===== src/rtl/fp_addsub_param.sv =====
// Multi-cycle IEEE 754 adder/subtractor with parametrised exponent/fraction widths and RNE rounding.
// Define FP_ADDSUB_SUBNORMAL_EN to keep subnormals; by default they are flushed to signed zero.
module fp_addsub_param #(
  parameter int EXP_W = 8,
  parameter int MAN_W = 23
) (
  input  logic                 clock,
  input  logic                 reset,
  input  logic                 start,
  input  logic                 op,
  input  logic [EXP_W+MAN_W:0] data_a,
  input  logic [EXP_W+MAN_W:0] data_b,
  output logic [EXP_W+MAN_W:0] data_o,
  output logic                 busy,
  output logic                 ready,
  output logic [3:0]           flags
);

  localparam int W  = 1 + EXP_W + MAN_W;
  localparam int SW = MAN_W + 4;
  localparam int XW = EXP_W + 2;
  localparam logic [EXP_W-1:0] EXP_ONES = '1;
  localparam logic [XW-1:0]    EXP_SAT  = {2'b00, EXP_ONES};
  localparam logic [XW-1:0]    BIG_DIFF = XW'(MAN_W + 3);
  localparam logic [W-1:0]     QNAN     = {1'b0, EXP_ONES, 1'b1, {(MAN_W-1){1'b0}}};

  typedef enum logic [2:0] {
    S_IDLE   = 3'd0,
    S_UNPACK = 3'd1,
    S_ALIGN  = 3'd2,
    S_ADD    = 3'd3,
    S_NORM   = 3'd4,
    S_ROUND  = 3'd5,
    S_DONE   = 3'd6
  } state_t;

  state_t state, state_n;

  logic [W-1:0]  a_q, b_q;
  logic          op_q;
  logic          sign_r, sub_r;
  logic [XW-1:0] exp_r, diff_r;
  logic [SW-1:0] sig_a, sig_b;

  function automatic logic [MAN_W+1:0] round_rne(input logic [SW-1:0] s);
    logic up;
    up = s[2] & (s[1] | s[0] | s[3]);
    return {1'b0, s[SW-1:3]} + {{(MAN_W+1){1'b0}}, up};
  endfunction

  function automatic logic [W-1:0] inf_word(input logic s);
    return {s, EXP_ONES, {MAN_W{1'b0}}};
  endfunction

  logic             sa, sb, a_nan, b_nan, a_snan, b_snan;
  logic             a_inf, b_inf, a_zero, b_zero, a_ge, special;
  logic [EXP_W-1:0] ea_f, eb_f;
  logic [MAN_W-1:0] fa, fb;
  logic [XW-1:0]    ea, eb, diff_u;
  logic [SW-1:0]    ma, mb;
  logic [W-1:0]     spec_word;
  logic [3:0]       spec_flags;

  always_comb begin
    spec_word  = '0;
    spec_flags = '0;
    sa   = a_q[W-1];
    sb   = b_q[W-1] ^ ~op_q;
    ea_f = a_q[W-2:MAN_W];
    eb_f = b_q[W-2:MAN_W];
    fa   = a_q[MAN_W-1:0];
    fb   = b_q[MAN_W-1:0];
    a_nan  = (ea_f == EXP_ONES) && (fa != '0);
    b_nan  = (eb_f == EXP_ONES) && (fb != '0);
    a_snan = a_nan && !fa[MAN_W-1];
    b_snan = b_nan && !fb[MAN_W-1];
    a_inf  = (ea_f == EXP_ONES) && (fa == '0);
    b_inf  = (eb_f == EXP_ONES) && (fb == '0);
`ifdef FP_ADDSUB_SUBNORMAL_EN
    a_zero = (ea_f == '0) && (fa == '0);
    b_zero = (eb_f == '0) && (fb == '0);
    ea = (ea_f == '0) ? XW'(1) : {2'b00, ea_f};
    eb = (eb_f == '0) ? XW'(1) : {2'b00, eb_f};
    ma = {(ea_f != '0), fa, 3'b000};
    mb = {(eb_f != '0), fb, 3'b000};
`else
    a_zero = (ea_f == '0);
    b_zero = (eb_f == '0);
    ea = {2'b00, ea_f};
    eb = {2'b00, eb_f};
    ma = a_zero ? '0 : {1'b1, fa, 3'b000};
    mb = b_zero ? '0 : {1'b1, fb, 3'b000};
`endif
    a_ge    = (ea > eb) || ((ea == eb) && (ma >= mb));
    diff_u  = a_ge ? (ea - eb) : (eb - ea);
    special = a_nan | b_nan | a_inf | b_inf | (a_zero & b_zero);
    if (a_nan || b_nan) begin
      spec_word  = QNAN;
      spec_flags = {a_snan | b_snan, 3'b000};
    end else if (a_inf && b_inf && (sa != sb)) begin
      spec_word  = QNAN;
      spec_flags = 4'b1000;
    end else if (a_inf) begin
      spec_word = inf_word(sa);
    end else if (b_inf) begin
      spec_word = inf_word(sb);
    end else begin
      spec_word = {sa & sb, {(W-1){1'b0}}};
    end
  end

  logic [SW:0]      sum;
  logic             norm_shift, inexact, tiny;
  logic [MAN_W+1:0] rnd;
  logic [MAN_W:0]   man_n;
  logic [XW-1:0]    exp_n;
  logic [W-1:0]     rnd_word;
  logic [3:0]       rnd_flags;

  always_comb begin
    sum = sub_r ? ({1'b0, sig_a} - {1'b0, sig_b}) : ({1'b0, sig_a} + {1'b0, sig_b});
    norm_shift = !sig_a[SW-1] && (exp_r > XW'(1));
    rnd   = round_rne(sig_a);
    man_n = rnd[MAN_W:0];
    exp_n = exp_r;
    if (rnd[MAN_W+1]) begin
      man_n = rnd[MAN_W+1:1];
      exp_n = exp_r + XW'(1);
    end
    inexact   = |sig_a[2:0];
    rnd_word  = '0;
    rnd_flags = '0;
`ifdef FP_ADDSUB_SUBNORMAL_EN
    tiny = !sig_a[SW-1];
    if (exp_n >= EXP_SAT) begin
      rnd_word  = inf_word(sign_r);
      rnd_flags = 4'b0101;
    end else begin
      // A round-up carry into the hidden bit lifts a subnormal to exponent field 1.
      rnd_word  = {sign_r, (man_n[MAN_W] ? exp_n[EXP_W-1:0] : {EXP_W{1'b0}}), man_n[MAN_W-1:0]};
      rnd_flags = {2'b00, tiny & inexact, inexact};
    end
`else
    tiny = !man_n[MAN_W];
    if (exp_n >= EXP_SAT) begin
      rnd_word  = inf_word(sign_r);
      rnd_flags = 4'b0101;
    end else if (tiny) begin
      rnd_word  = {sign_r, {(W-1){1'b0}}};
      rnd_flags = 4'b0011;
    end else begin
      rnd_word  = {sign_r, exp_n[EXP_W-1:0], man_n[MAN_W-1:0]};
      rnd_flags = {3'b000, inexact};
    end
`endif
  end

  always_ff @(posedge clock) begin
    if (reset) state <= S_IDLE;
    else       state <= state_n;
  end

  always_comb begin
    state_n = state;
    case (state)
      S_IDLE:   if (start) state_n = S_UNPACK;
      S_UNPACK: begin
        if (special)             state_n = S_DONE;
        else if (diff_u == '0)   state_n = S_ADD;
        else                     state_n = S_ALIGN;
      end
      S_ALIGN:  if ((diff_r <= XW'(1)) || (diff_r > BIG_DIFF)) state_n = S_ADD;
      S_ADD:    state_n = (sum == '0) ? S_DONE : S_NORM;
      S_NORM:   if (!norm_shift) state_n = S_ROUND;
      S_ROUND:  state_n = S_DONE;
      S_DONE:   state_n = S_IDLE;
      default:  state_n = S_IDLE;
    endcase
  end

  assign busy  = (state != S_IDLE);
  assign ready = (state == S_DONE);

  always_ff @(posedge clock) begin
    case (state)
      S_IDLE: begin
        if (start) begin
          a_q  <= data_a;
          b_q  <= data_b;
          op_q <= op;
        end
      end
      // UNPACK: larger magnitude always lands in sig_a
      S_UNPACK: begin
        sign_r <= a_ge ? sa : sb;
        sub_r  <= sa ^ sb;
        exp_r  <= a_ge ? ea : eb;
        sig_a  <= a_ge ? ma : mb;
        sig_b  <= a_ge ? mb : ma;
        diff_r <= diff_u;
      end
      // ALIGN: bit 0 is sticky, so it absorbs everything shifted past it
      S_ALIGN: begin
        if (diff_r > BIG_DIFF) begin
          sig_b  <= {{(SW-1){1'b0}}, |sig_b};
          diff_r <= '0;
        end else begin
          sig_b  <= {1'b0, sig_b[SW-1:2], sig_b[1] | sig_b[0]};
          diff_r <= diff_r - XW'(1);
        end
      end
      S_ADD: begin
        if (sum[SW]) begin
          sig_a <= {sum[SW:2], sum[1] | sum[0]};
          exp_r <= exp_r + XW'(1);
        end else begin
          sig_a <= sum[SW-1:0];
        end
      end
      S_NORM: begin
        if (norm_shift) begin
          sig_a <= {sig_a[SW-2:0], 1'b0};
          exp_r <= exp_r - XW'(1);
        end
      end
      default: ;
    endcase
  end

  always_ff @(posedge clock) begin
    if (reset) begin
      data_o <= '0;
      flags  <= '0;
    end else if ((state == S_UNPACK) && special) begin
      data_o <= spec_word;
      flags  <= spec_flags;
    end else if ((state == S_ADD) && (sum == '0)) begin
      data_o <= '0;
      flags  <= '0;
    end else if (state == S_ROUND) begin
      data_o <= rnd_word;
      flags  <= rnd_flags;
    end
  end

endmodule


===== config.mk =====
export PLATFORM = sky130hd
export DESIGN_NAME = fp_addsub_param
export DESIGN_NICKNAME = d
export VERILOG_FILES = /design/src/rtl/fp_addsub_param.sv
export SDC_FILE = /design/constraint.sdc
export NUM_CORES = 1
export LEC_CHECK = 0
export CAP_MARGIN = 20
export CORE_ASPECT_RATIO = 0.75
export CORE_MARGIN = 10
export CORE_UTILIZATION = 45
export DETAILED_ROUTE_END_ITERATION = 12
export PLACE_DENSITY = 0.68
export SLEW_MARGIN = 20
export SYNTH_ARGS = -nofsm -noshare
export SYNTH_HDL_FRONTEND = slang
export SYNTH_SLANG_ARGS = --single-unit

===== constraint.sdc =====
create_clock -name clock -period 9.3 [get_ports clock]
set_input_delay 0.93 -clock clock [delete_from_list [all_inputs] [get_ports clock]]
set_output_delay 0.93 -clock clock [all_outputs]
set_load 0.03 [all_outputs]

After elaboration in Yosys (flattened, before gate mapping)
Index checks and enable logic that the tools add are counted.
- register bits: 180
- bits of input ports: 68
- output and inout port bits: 38
- logic and storage cells: 136
- add/sub/neg operators: 8
- order comparisons: 6
- equality and inequality tests: 15
- mux-type cells: 43
- bitwise logic cells: 15
- reduce and logical (&&, ||, !) cells: 37
- operators with widths (kind ; count):
    2-to-1 mux 32 bit ; 7
    2-to-1 mux 27 bit ; 6
    one-hot mux 27 bit (3 select lines) ; 1
    2-to-1 mux 31 bit ; 2
    one-hot mux 27 bit (2 select lines) ; 1
    2-to-1 mux 10 bit ; 5
    zero test 23 bit ; 2
    nonzero test 23 bit ; 2
    one-hot mux 10 bit (3 select lines) ; 1
    adder 27 x 27 -> 28 bit ; 1
    zero test 28 bit ; 1
    2-to-1 mux 28 bit ; 1
    subtractor 27 x 27 -> 28 bit ; 1
    >= comparator 27 bit ; 1
    OR reduction 27 bit ; 1
    2-to-1 mux 26 bit ; 1
    adder 24 x 1 -> 25 bit ; 1
    2-to-1 mux 24 bit ; 1
    2-to-1 mux 4 bit ; 5
    one-hot mux 10 bit (2 select lines) ; 1
    subtractor 10 x 1 -> 10 bit, second input constant ; 2
    one-hot mux 3 bit (6 select lines) ; 1
    subtractor 8 x 8 -> 9 bit ; 2
    equality test 8 bit, second input constant ; 2
    31 further kinds ; 75

Depth between registers and ports, before layout
- depth after elaboration: 10
- mapped depth: 24
- gate-level depth less buffers: 22

Least setup slack after synthesis
OpenSTA, ideal clock, no wires.
- kind: register -> register
- start: register sig_b[11]
- end: register data_o[22]
- library setup time: 0.115 ns
- arrival: 4.938 ns
- data required time: 9.185 ns
- slack: 4.246 ns
- stages on the path, launching flop included: 21
- buffers on the path: 2
- clock period less this slack: 5.054 ns
- cells stage by stage: edfxtp_1 > or4_1 > or4_4 > nor2_1 > nand2_1 > nor3_1 > nand2b_1 > o41ai_1 > xor2_1 > ha_1 > clkbuf_1 > a21o_1 > a221o_1 > or3_1 > nor3_1 > nor3_4 > nor4b_2 > nor4b_2 > buf_4 > o21ai_1 > and3_1
- word-level cells in the longest chain between the ends: 6
- elaborated cells on any way between the ends: 8
- those cells by class: add/sub: 2; mux: 3; reduce/logical: 3
- RTL lines (element ; RTL line ; source):
    from (decl) ; 43 ; logic [SW-1:0] sig_a, sig_b;
    from (signal assigned) ; 199 ; sig_b <= a_ge ? mb : ma;
    from (signal assigned) ; 205 ; sig_b <= {{(SW-1){1'b0}}, |sig_b};
    from (signal assigned) ; 208 ; sig_b <= {1'b0, sig_b[SW-1:2], sig_b[1] | sig_b[0]};
    adder 27 x 27 -> 28 bit or subtractor 27 x 27 -> 28 bit (tied branches) ; 121 ; sum = sub_r ? ({1'b0, sig_a} - {1'b0, sig_b}) : ({1'b0, sig_a} + {1'b0, sig_b});
    2-to-1 mux 28 bit (*) ; 121 ;
    zero test 28 bit (*) ; 237 ; end else if ((state == S_ADD) && (sum == '0)) begin
    logical AND 1 bit (*) ; 237 ;
    2-to-1 mux 32 bit ; 237 ;
    2-to-1 mux 32 bit ; 234 ; end else if ((state == S_UNPACK) && special) begin
    to (signal assigned) ; 235 ; data_o <= spec_word;
    to (signal assigned) ; 241 ; data_o <= rnd_word;
    to (decl) ; 13 ; output logic [EXP_W+MAN_W:0] data_o,
Every way passes the cells marked *; elsewhere a longest branch is shown, timed or not.
A chain may end at the register's enable or synchronous reset.

Final worst setup path
- start: register sig_b[11]
- end: register data_o[27]
Same word-level chain as after synthesis.

==> results.json <==
{
  "synth_cell_types": 87,
  "synth_adder_area_share_pct": 7.782,
  "ys_seq_area_share_pct": 38.13,
  "clock_skew_ns": 0.01651,
  "internal_power_mw": 2.106,
  "fp.dieH_microns": 168.1,
  "cp.required_ns": 9.69,
  "clkTransAtPathRegs_ns": 0.08,
  "timing.slew.headroom_pct": 39.76,
  "grt_pass1_wl_mm": 63.47,
  "p_leak_nw": 5.670,
  "dp_hpwl_mm": 31.34,
  "stdcell_count": 1946,
  "synth_top_family_by_area": "simple AND/OR/NAND/NOR gates",
  "cts_buffers": 17,
  "status": "complete, no violations",
  "fin_nets": 1690,
  "peakVddDrop_mv": 0.1522,
  "insertion_delay_ns": 0.45,
  "ys_seq_elements": 180,
  "h-tree-depth": 4,
  "ant_nets": 0,
  "p_sw_mw": 1.590,
  "rows": 54,
  "grt_max_degree": 81,
  "final_util_pct": 52.13,
  "fmax_ghz": 0.1685,
  "fin_setup_tns_ns": 0,
  "cts_root_buffer": "clkbuf_16",
  "multiInputGateArea_sq_mm": 0.007556,
  "layout_commonest_cell": "nand2_1",
  "cts_setup_buffers": 0,
  "async_flop_share_pct": 0,
  "synth_compound_area_share_pct": 19.93,
  "grt_setup_unrepaired": "false",
  "dr.pass1.iters": 6,
  "regArea_sq_mm": 0.005015,
  "cellPowerDensity_mw_per_mm2": 245.2,
  "worst_pin_slew_ns": 0.8942,
  "p_comb_share_pct": 47.2,
  "p_clk_share_pct": 20.8,
  "vias": 11800,
  "swShare_pct": 43.01,
  "synth_mux_area_share_pct": 2.721,
  "core-area_sq_mm": 0.02892,
  "io-pin-count": 106,
  "start_util_pct": 45.48,
  "hold_ws_ns": 0.4667,
  "fin_crit_sh_pct": 63.80,
  "place_congestion": 1.006,
  "setup.worst_path.start_class": "flop",
  "cap_violations": 0,
  "drt_iter0_drc": 1332,
  "hold_buffers": 0,
  "wl_per_cell_microns": 20.68,
  "grt.overflow.total": 0,
  "hold_class": "flop to flop",
  "dpl.cell_count": 1915,
  "cp-end-kind": "flop",
  "netlist_area_sq_mm": 0.01315,
  "syn-num-nets": 1639,
  "synth_flop_cell": "edfxtp_1",
  "critPathArrivalTime_ns": 6.32,
  "routed_wl_mm": 40.24,
  "vias_per_cell": 6.063,
  "slew_violations": 0,
  "layout_min_cycle_time_ns": 5.933,
  "io_buffers": 105,
  "synthSimpleGateAreaFrac_pct": 21.13,
  "hold_violations": 0,
  "area_delta_synth_final_pct": 14.62,
  "die_w_microns": 217.4,
  "drive_gt1_share_pct": 4.762,
  "clk_path_buf_depth": 2,
  "seqPwrFrac_pct": 32.0,
  "synth-edff-count": 141,
  "path_class": "flop to flop",
  "antennaDiodeCount": 0,
  "grt_pass1_vias": 10990,
  "cts_resized": 0,
  "mostFrequentLayoutCells": "nand2_1, nor2_1, edfxtp_1",
  "cts_sinks": 180,
  "setup_viol": 0,
  "synthXorXnorAreaFrac_pct": 5.661,
  "syn_area_per_cell_sq_um": 8.820,
  "die_area_sq_mm": 0.03653,
  "cts_tree": "done",
  "crit_fanout": 12,
  "grtUsageTotal_pct": 21.79,
  "synth_cells": 1491,
  "yosys_warnings": 0,
  "fillCellCount": 2733,
  "drc": 0,
  "antenna_found_initial": 0
}
==> cell usage after synthesis, drive strengths merged, types with 4 or more instances <==
library cell  number  area share, %
nand2b            13           0.62
buf               14           0.56
o211ai             8           0.46
a22oi              4           0.23
edfxtp           141             32
xor2              33            2.2
nor2             148            4.2
o31ai              6           0.45
or4                7           0.43
a22o              12           0.80
xnor2             52            3.5
a21o              27            1.5
clkbuf            71            2.0
nor3              44            1.9
and4               6           0.42
nand2            178            5.1
nand4             30            1.4
and2              16           0.76
o22ai             18           0.90
o21bai             4           0.23
o32a               7           0.53
a211oi            18            1.1
nor2b             14           0.67
a221oi             5           0.33
a21oi             97            3.7
inv               72            2.1
o21a               5           0.29
ha                77            7.3
o21ai             64            2.4
mux2               4           0.34
or2                4           0.19
dfxtp             39            5.9
o2bb2ai            9           0.60
and3              13           0.62
o221ai            28            1.9
nor4b              6           0.49
a31oi             35            1.7
mux2i             29            2.2
or3               17           0.81
nand3             24           0.91
a2111oi            5           0.33
nor4              34            1.6
==> sequential cells by signal, summed over array words and instances (netlist names), 3 cells and up <==
name    cells
flags       4
diff_r     10
sig_b      27
exp_r      10
sig_a      27
b_q        32
data_o     32
a_q        32
state       3
==> through the flow <==
| step | setup WS, ns | power [mW] | instance area [sq um] |
|---|---|---|---|
| 3_3_place_gp | 3.270 | 2.884 | 14460 |
| 4_1_cts | 3.149 | 3.664 | 15070 |
| 3_5_place_dp | 3.187 | 2.892 | 14460 |
| 6_report | 3.367 | 3.696 | 15070 |
| 5_1_grt | 2.975 | 3.924 | 15070 |
| 2_1_floorplan | 4.246 | 2.402 | 13150 |
==> worst max-delay path: stages, from the launching register on <==
cell	delay [ns]
edfxtp_1	0.44
or4_1	0.59
or4_4	0.48
nor2_1	0.20
nand2_1	0.07
nor3_1	0.19
nand2b_1	0.14
nor2_1	0.11
nor2_1	0.06
xnor2_1	0.22
ha_1	0.36
a21o_1	0.21
o21bai_1	0.18
a221o_1	0.35
or3_1	0.31
nor3_1	0.29
nor3_4	0.09
nor4b_2	0.28
nor4b_4	0.62
nand2b_1	0.47
o32a_1	0.20
==> routing by layer <==
layer / part of all wire (%) / up-vias / track usage, % / wire [microns]
li1: - / 5660 / - / -
met1: 49 / 5618 / 33.40 / 19840
met2: 41 / 473 / 30.40 / 16510
met3: 8.4 / 48 / 4.961 / 3378
met4: 1.3 / 0 / 3.973 / 512
met5: 0 / - / 0 / 0
==> final cells by class <==
type | count | share of cell area, %
Inverter | 72 | 1.793
Multi-Input combinational cell | 1154 | 50.12
Clock buffer | 17 | 2.822
Sequential cell | 180 | 33.27
Clock inverter | 14 | 1.170
Timing Repair Buffer | 117 | 7.570
Tap cell | 392 | 3.254
==> power groups by stage <==
stage / logic, mW / clock network (mW) / registers, mW
3_3_place_gp: 1.70 / 0 / 1.19
4_1_cts: 1.71 / 0.781 / 1.18
5_1_grt: 1.92 / 0.810 / 1.19
3_5_place_dp: 1.70 / 0 / 1.19
2_1_floorplan: 1.27 / 0 / 1.13
6_report: 1.74 / 0.770 / 1.18
==> final timing paths <==
| kind | startpoint | to | slack (ns) | cells after the start |
|---|---|---|---|---|
| hold / removal | data_o[11] | data_o[11] | 0.47 | 1 |
| setup reg to reg | sig_b[11] | data_o[27] | 3.37 | 20 |
| setup / recovery | sig_b[11] | data_o[27] | 3.37 | 20 |
| hold reg to reg | data_o[11] | data_o[11] | 0.47 | 1 |
==> kinds of logic after synthesis <==
group	count (synthesis)
AO/OA/AOI/OAI	387
XOR/XNOR	85
adder cells (fa/ha/maj)	80
buffers and inverters	157
flip-flops	180
multiplexers	34
AND/OR/NAND/NOR	568
(Power assumes the default switching activity.)
